`config.mk`:
```
export PLATFORM = sky130hd
export DESIGN_NAME = turn_on_pwm_array
export DESIGN_NICKNAME = d
export VERILOG_FILES = /design/src/rtl/turn_on_pkg.sv /design/src/rtl/brightness_pwm_group.sv /design/src/rtl/turn_on_pwm_array.sv
export SDC_FILE = /design/constraint.sdc
export NUM_CORES = 1
export LEC_CHECK = 0
export CORE_AREA = 3 3 191 193
export CTS_CLUSTER_DIAMETER = 80
export CTS_CLUSTER_SIZE = 20
export DETAILED_ROUTE_END_ITERATION = 10
export DIE_AREA = 0 0 194 196
export GPL_TIMING_DRIVEN = 0
export PLACE_DENSITY = 0.85
export SETUP_SLACK_MARGIN = 0.15
export SYNTH_ARGS = -nofsm -noshare
export SYNTH_HDL_FRONTEND = slang
export SYNTH_SLANG_ARGS = --single-unit
```
`constraint.sdc`:
```
create_clock -name sys_clk -period 6.51 [get_ports sys_clk]
set_clock_uncertainty 0.1 [all_clocks]
set_input_delay 0.9765 -clock sys_clk [delete_from_list [all_inputs] [get_ports sys_clk]]
set_output_delay 0.9765 -clock sys_clk [all_outputs]
set_load 0.02 [all_outputs]
```
`src/rtl/turn_on_pkg.sv`:
```
// Shared definitions for the turn-on PWM array: command codes, mode enum and
// the command decoder used by the top level and every brightness group.
package turn_on_pkg;

   localparam logic [3:0] CMD_HOLD  = 4'b1110;
   localparam logic [3:0] CMD_BLANK = 4'b1101;

   typedef enum logic [1:0] {
      MODE_NORMAL = 2'd0,
      MODE_HOLD   = 2'd1,
      MODE_BLANK  = 2'd2
   } mode_e;

   function automatic mode_e decode_mode(input logic [3:0] cmd);
      mode_e mode;
      case (cmd)
         CMD_HOLD:  mode = MODE_HOLD;
         CMD_BLANK: mode = MODE_BLANK;
         default:   mode = MODE_NORMAL;
      endcase
      return mode;
   endfunction

endpackage

```
`src/rtl/brightness_pwm_group.sv`:
```
// One channel group: shadow and active brightness registers plus the
// registered duty comparators driven by the shared PWM counter.
module brightness_pwm_group
   import turn_on_pkg::*;
#(
   parameter int CH_PER_GROUP = 6,
   parameter int BR_W         = 8,
   parameter int GW           = CH_PER_GROUP * BR_W
) (
   input  logic                    clk_i,
   input  logic                    rst_i,
   input  logic [BR_W-1:0]         pwm_cnt_i,
   input  logic                    wrap_i,
   input  logic                    commit_i,
   input  logic                    capture_i,
   input  logic                    en_i,
   input  mode_e                   mode_i,
   input  logic [GW-1:0]           data_i,
   output logic [GW-1:0]           active_o,
   output logic [CH_PER_GROUP-1:0] pwm_o
);

   logic [GW-1:0]           shadow_q, shadow_d;
   logic [GW-1:0]           active_q, active_d;
   logic [CH_PER_GROUP-1:0] pwm_q, pwm_d;

   always_comb begin
      shadow_d = shadow_q;
      active_d = active_q;
      pwm_d    = '0;
      if (capture_i && en_i) begin
         shadow_d = data_i;
      end else begin
         shadow_d = shadow_q;
      end
      // Commit takes the shadow as it stood before any same-edge capture.
      if (wrap_i && commit_i) begin
         active_d = shadow_q;
      end else begin
         active_d = active_q;
      end
      for (int c = 0; c < CH_PER_GROUP; c++) begin
         pwm_d[c] = (active_q[c*BR_W +: BR_W] > pwm_cnt_i) && en_i && (mode_i != MODE_BLANK);
      end
   end

   always_ff @(posedge clk_i) begin
      if (rst_i) begin
         shadow_q <= '0;
         active_q <= '0;
         pwm_q    <= '0;
      end else begin
         shadow_q <= shadow_d;
         active_q <= active_d;
         pwm_q    <= pwm_d;
      end
   end

   assign active_o = active_q;
   assign pwm_o    = pwm_q;

endmodule

```
`src/rtl/turn_on_pwm_array.sv`:
```
// Multi-group brightness PWM engine: CTS quiet-time qualifier, free-running
// PWM counter, pending/commit bookkeeping and the per-group datapaths.
module turn_on_pwm_array
   import turn_on_pkg::*;
#(
   parameter int N_GROUPS     = 4,
   parameter int CH_PER_GROUP = 6,
   parameter int BR_W         = 8,
   parameter int CTS_DLY      = 15,
   parameter int CNT_W        = 4,
   parameter int GW           = CH_PER_GROUP * BR_W
) (
   input  logic                             sys_clk,
   input  logic                             sys_reset,
   input  logic [3:0]                       cmd,
   input  logic [N_GROUPS*GW-1:0]           data_i,
   input  logic [N_GROUPS-1:0]              group_en,
   input  logic                             cts,
   input  logic                             error_flag,
   output logic [N_GROUPS*GW-1:0]           data_loop_o,
   output logic [N_GROUPS*CH_PER_GROUP-1:0] pwm_o,
   output logic                             update_pending,
   output logic [15:0]                      frame_cnt
);

   localparam logic [BR_W-1:0]  PWM_LAST = {{(BR_W-1){1'b1}}, 1'b0};
   localparam logic [CNT_W-1:0] CTS_LOAD = CNT_W'(CTS_DLY);

   logic [CNT_W-1:0] cts_cnt_q, cts_cnt_d;
   logic             load_strobe_q, load_strobe_d;
   logic [BR_W-1:0]  pwm_cnt_q, pwm_cnt_d;
   logic             pending_q, pending_d;
   logic [15:0]      frame_q, frame_d;
   mode_e            mode_s;
   logic             capture_s;
   logic             wrap_s;
   logic             commit_s;

   always_comb begin
      mode_s    = decode_mode(cmd);
      capture_s = load_strobe_q && (mode_s != MODE_HOLD) && !error_flag;
      wrap_s    = (pwm_cnt_q == PWM_LAST);
      commit_s  = wrap_s && pending_q;

      if (cts) begin
         cts_cnt_d = CTS_LOAD;
      end else if (cts_cnt_q != '0) begin
         cts_cnt_d = cts_cnt_q - CNT_W'(1);
      end else begin
         cts_cnt_d = cts_cnt_q;
      end
      load_strobe_d = (cts_cnt_q == CNT_W'(1));

      if (wrap_s) begin
         pwm_cnt_d = '0;
      end else begin
         pwm_cnt_d = pwm_cnt_q + BR_W'(1);
      end

      // A capture on the wrap edge keeps pending set for the following period.
      if (capture_s) begin
         pending_d = 1'b1;
      end else if (commit_s) begin
         pending_d = 1'b0;
      end else begin
         pending_d = pending_q;
      end

      if (commit_s) begin
         frame_d = frame_q + 16'd1;
      end else begin
         frame_d = frame_q;
      end
   end

   always_ff @(posedge sys_clk) begin
      if (sys_reset) begin
         cts_cnt_q     <= CTS_LOAD;
         load_strobe_q <= 1'b0;
         pwm_cnt_q     <= '0;
         pending_q     <= 1'b0;
         frame_q       <= 16'd0;
      end else begin
         cts_cnt_q     <= cts_cnt_d;
         load_strobe_q <= load_strobe_d;
         pwm_cnt_q     <= pwm_cnt_d;
         pending_q     <= pending_d;
         frame_q       <= frame_d;
      end
   end

   for (genvar g = 0; g < N_GROUPS; g++) begin : g_grp
      brightness_pwm_group #(
         .CH_PER_GROUP (CH_PER_GROUP),
         .BR_W         (BR_W),
         .GW           (GW)
      ) u_grp (
         .clk_i     (sys_clk),
         .rst_i     (sys_reset),
         .pwm_cnt_i (pwm_cnt_q),
         .wrap_i    (wrap_s),
         .commit_i  (pending_q),
         .capture_i (capture_s),
         .en_i      (group_en[g]),
         .mode_i    (mode_s),
         .data_i    (data_i[g*GW +: GW]),
         .active_o  (data_loop_o[g*GW +: GW]),
         .pwm_o     (pwm_o[g*CH_PER_GROUP +: CH_PER_GROUP])
      );
   end

   assign update_pending = pending_q;
   assign frame_cnt      = frame_q;

endmodule

```
==> reports/results.ini <==
[yosys]
synthesis.area_sq_um = 19200
synthCells = 2383
yosys_warnings = 0
synth-main-ff-cell = dfxtp_1
synth_cell_types = 36
synth_seq_cells = 438
avgSynthCellArea_sq_um = 8.06
async_flop_share_pct = 0
synth_edf_count = 0
yosysSeqAreaShare_pct = 45.7
synth_fp_nets = 2785

[timing]
hold_violations = 0
finalCritPeriodShare_pct = 47.1
slew_headroom_pct = 24.2
rsz0062_at_grt = false
finalSetupViolCount = 0
fmax_mhz = 326
drv_slew = 0
period_needed_ns = 3.06
fin_ws_ns = 3.45
tightest_slew_ns = 1.12
fin_hold_ws_ns = 0.334
tns_ns = 0

[pwr]
p_per_area_nw_per_um2 = 189
p_total_mw = 4.69
ir_drop_mv = 0.214
p_leak_nw = 8.89

[clocking]
cts_setup_buffers = 0
cts_tree = done
clk_latency_ns = 0.57
cts_htree_levels = 1
clkSlewWorstSetupHoldPaths_ns = 0.08
cts_buffer_depth = 3
cts.sinks = 438
clockRootBuffer = clkbuf_16
cts_buffers = 26
hold_buffers = 0
cts_resized = 0

[critical_path]
setup.worst_path.start = cmd[0]
critPathCaptureType = flip-flop
cp_max_fo = 10
worst-setup-path-type = primary input to flip-flop
cp.required_ns = 6.90
reg2reg_from = pwm_cnt_q[0]
cp.arrival_ns = 3.46
crit_path_start_kind = primary input

[hold_path]
min_from = g_grp[2].u_grp.shadow_q[23]
min_path_type = flip-flop to flip-flop

[flow_run]
max_cap_viol_count = 0

[route]
viasPerCell = 5.63
wirelength_mm = 62.0
wl_per_cell_um = 18.7
ant_nets = 0
drcViolationCount = 0
drtIter0Drc = 966
drt_first_pass_iters = 5
vias = 18635

[global_route]
first_global_vias = 18259
overflow = 0
antenna_found_initial = 5
grt.total_usage_pct = 30.6
grt_max_degree = 26
grt_pass1_wl_mm = 94.5

[die]
die_w_um = 194
initial_utilization_pct = 55.3
coreArea_sq_um = 34700
num_rows = 68
dieArea_sq_um = 38000
dieHeight_um = 196
ios = 437

[finish]
design_area_sq_um = 24900
area_growth_pct = 29.5
layout.nets = 3249
drive_gt1_share_pct = 3.05

[placed_design]
place_ws_ns = 2.96
place.gp.congestion = 0.863
io_buffers = 435
dpl-instance-area_sq_um = 24100
hpwl_mm = 45.1

[status]
status = finished, final reports clean

worst max-delay path, cell delays in order:
cell and delay (ns):
clkdlybuf4s50_1 0.41, nand4b_1 0.70, nand3_1 0.52, buf_2 0.29
buf_2 0.28, nand2_1 0.09, a21oi_1 0.16
registers in the layout, summed over array words and instances (netlist names):
name / count
cts_cnt_q: 4
g_grp.u_grp.shadow_q: 192
load_strobe_q: 1
g_grp.u_grp.pwm_o: 24
update_pending: 1
frame_cnt: 16
g_grp.u_grp.active_o: 192
pwm_cnt_q: 8
Yosys cell counts, drive strengths merged, types with 10 or more instances:
library cell	n	area share [%]
nand2	811	16
a21oi	443	12
dfxtp	438	46
ha	198	13
nor2	79	1.5
clkbuf	78	1.5
buf	52	1.3
inv	41	0.80
a211oi	39	1.5
o21ai	39	1.0
nand4	37	1.4
nand2b	25	0.81
and4	23	1.0
o21bai	15	0.59
xnor2	12	0.55
nand3	10	0.26
final timing paths:
kind | slack, ns | endpoint | cells after the start
max reg2reg | 3.76 | g_grp[3].u_grp.active_o[20] | 8
max | 3.45 | g_grp[2].u_grp.shadow_q[33] | 7
min | 0.33 | g_grp[2].u_grp.active_o[23] | 2
min reg2reg | 0.33 | g_grp[2].u_grp.active_o[23] | 2
power by group:
group          switching, mW  total (mW)  internal (mW)  leakage, nW
Combinational          0.171       0.354          0.183         5.02
Clock                  0.892        1.64          0.745        0.341
Sequential           0.00981        2.70           2.69         3.53
Total                   1.07        4.69           3.61         8.89
placed cells by master, fill, tap and decap left out, types with 3 or more instances in the layout:
cell type          n
a211oi_1          39
a21oi_1          443
a221oi_1           9
and3_1             5
and4_1            23
buf_1              7
buf_2             44
clkbuf_1          79
clkbuf_16         27
clkdlybuf4s50_1  435
dfxtp_1          437
diode_2            5
ha_1             198
inv_1             34
inv_2              7
nand2_1          810
nand2b_1          25
nand3_1           10
nand4_1           35
nor2_1            79
nor4_1             3
o21ai_0           39
o21bai_1          15
o31ai_1            5
or3_1              5
or4_1              5
xnor2_1           12
cells by family after synthesis:
| group | Yosys count | share of synthesized area, % |
|---|---|---|
| fa+ha+maj | 198 | 12.9 |
| compound gates | 554 | 15.4 |
| simple gates | 1009 | 21.7 |
| flops | 438 | 45.7 |
| buf+inv | 171 | 3.67 |
| xor+xnor | 13 | 0.593 |
per-layer routing:
| metal | wire (um) | global-route usage [%] | vias up | part of all wire, % |
|---|---|---|---|---|
| met2 | 29700 | 52.6 | 785 | 48 |
| met4 | 3030 | 15.3 | 0 | 4.9 |
| li1 | - | - | 8962 | - |
| met5 | 0 | 0 | - | 0 |
| met1 | 24200 | 36.7 | 8719 | 39 |
| met3 | 5100 | 6.03 | 169 | 8.2 |
stage by stage:
step | utilization, % | std cells
final | 71.6 | 3309
after floorplan | - | 2383
after detailed placement | 69.6 | 3274
after global placement | 69.5 | 3273
after CTS | 71.6 | 3304
after global routing | 71.6 | 3309
cell type report:
cell class,count,area [sq um]
Clock buffer,28,679
Antenna cell,5,12.5
Clock inverter,2,23.8
Buffer,130,551
Inverter,41,154
Tap cell,455,569
Multi-Input combinational cell,1774,9730
Sequential cell,438,8770
Fill cell,2666,9850
Timing Repair Buffer,436,4370
No activity file was read; power rests on OpenSTA's default activity.
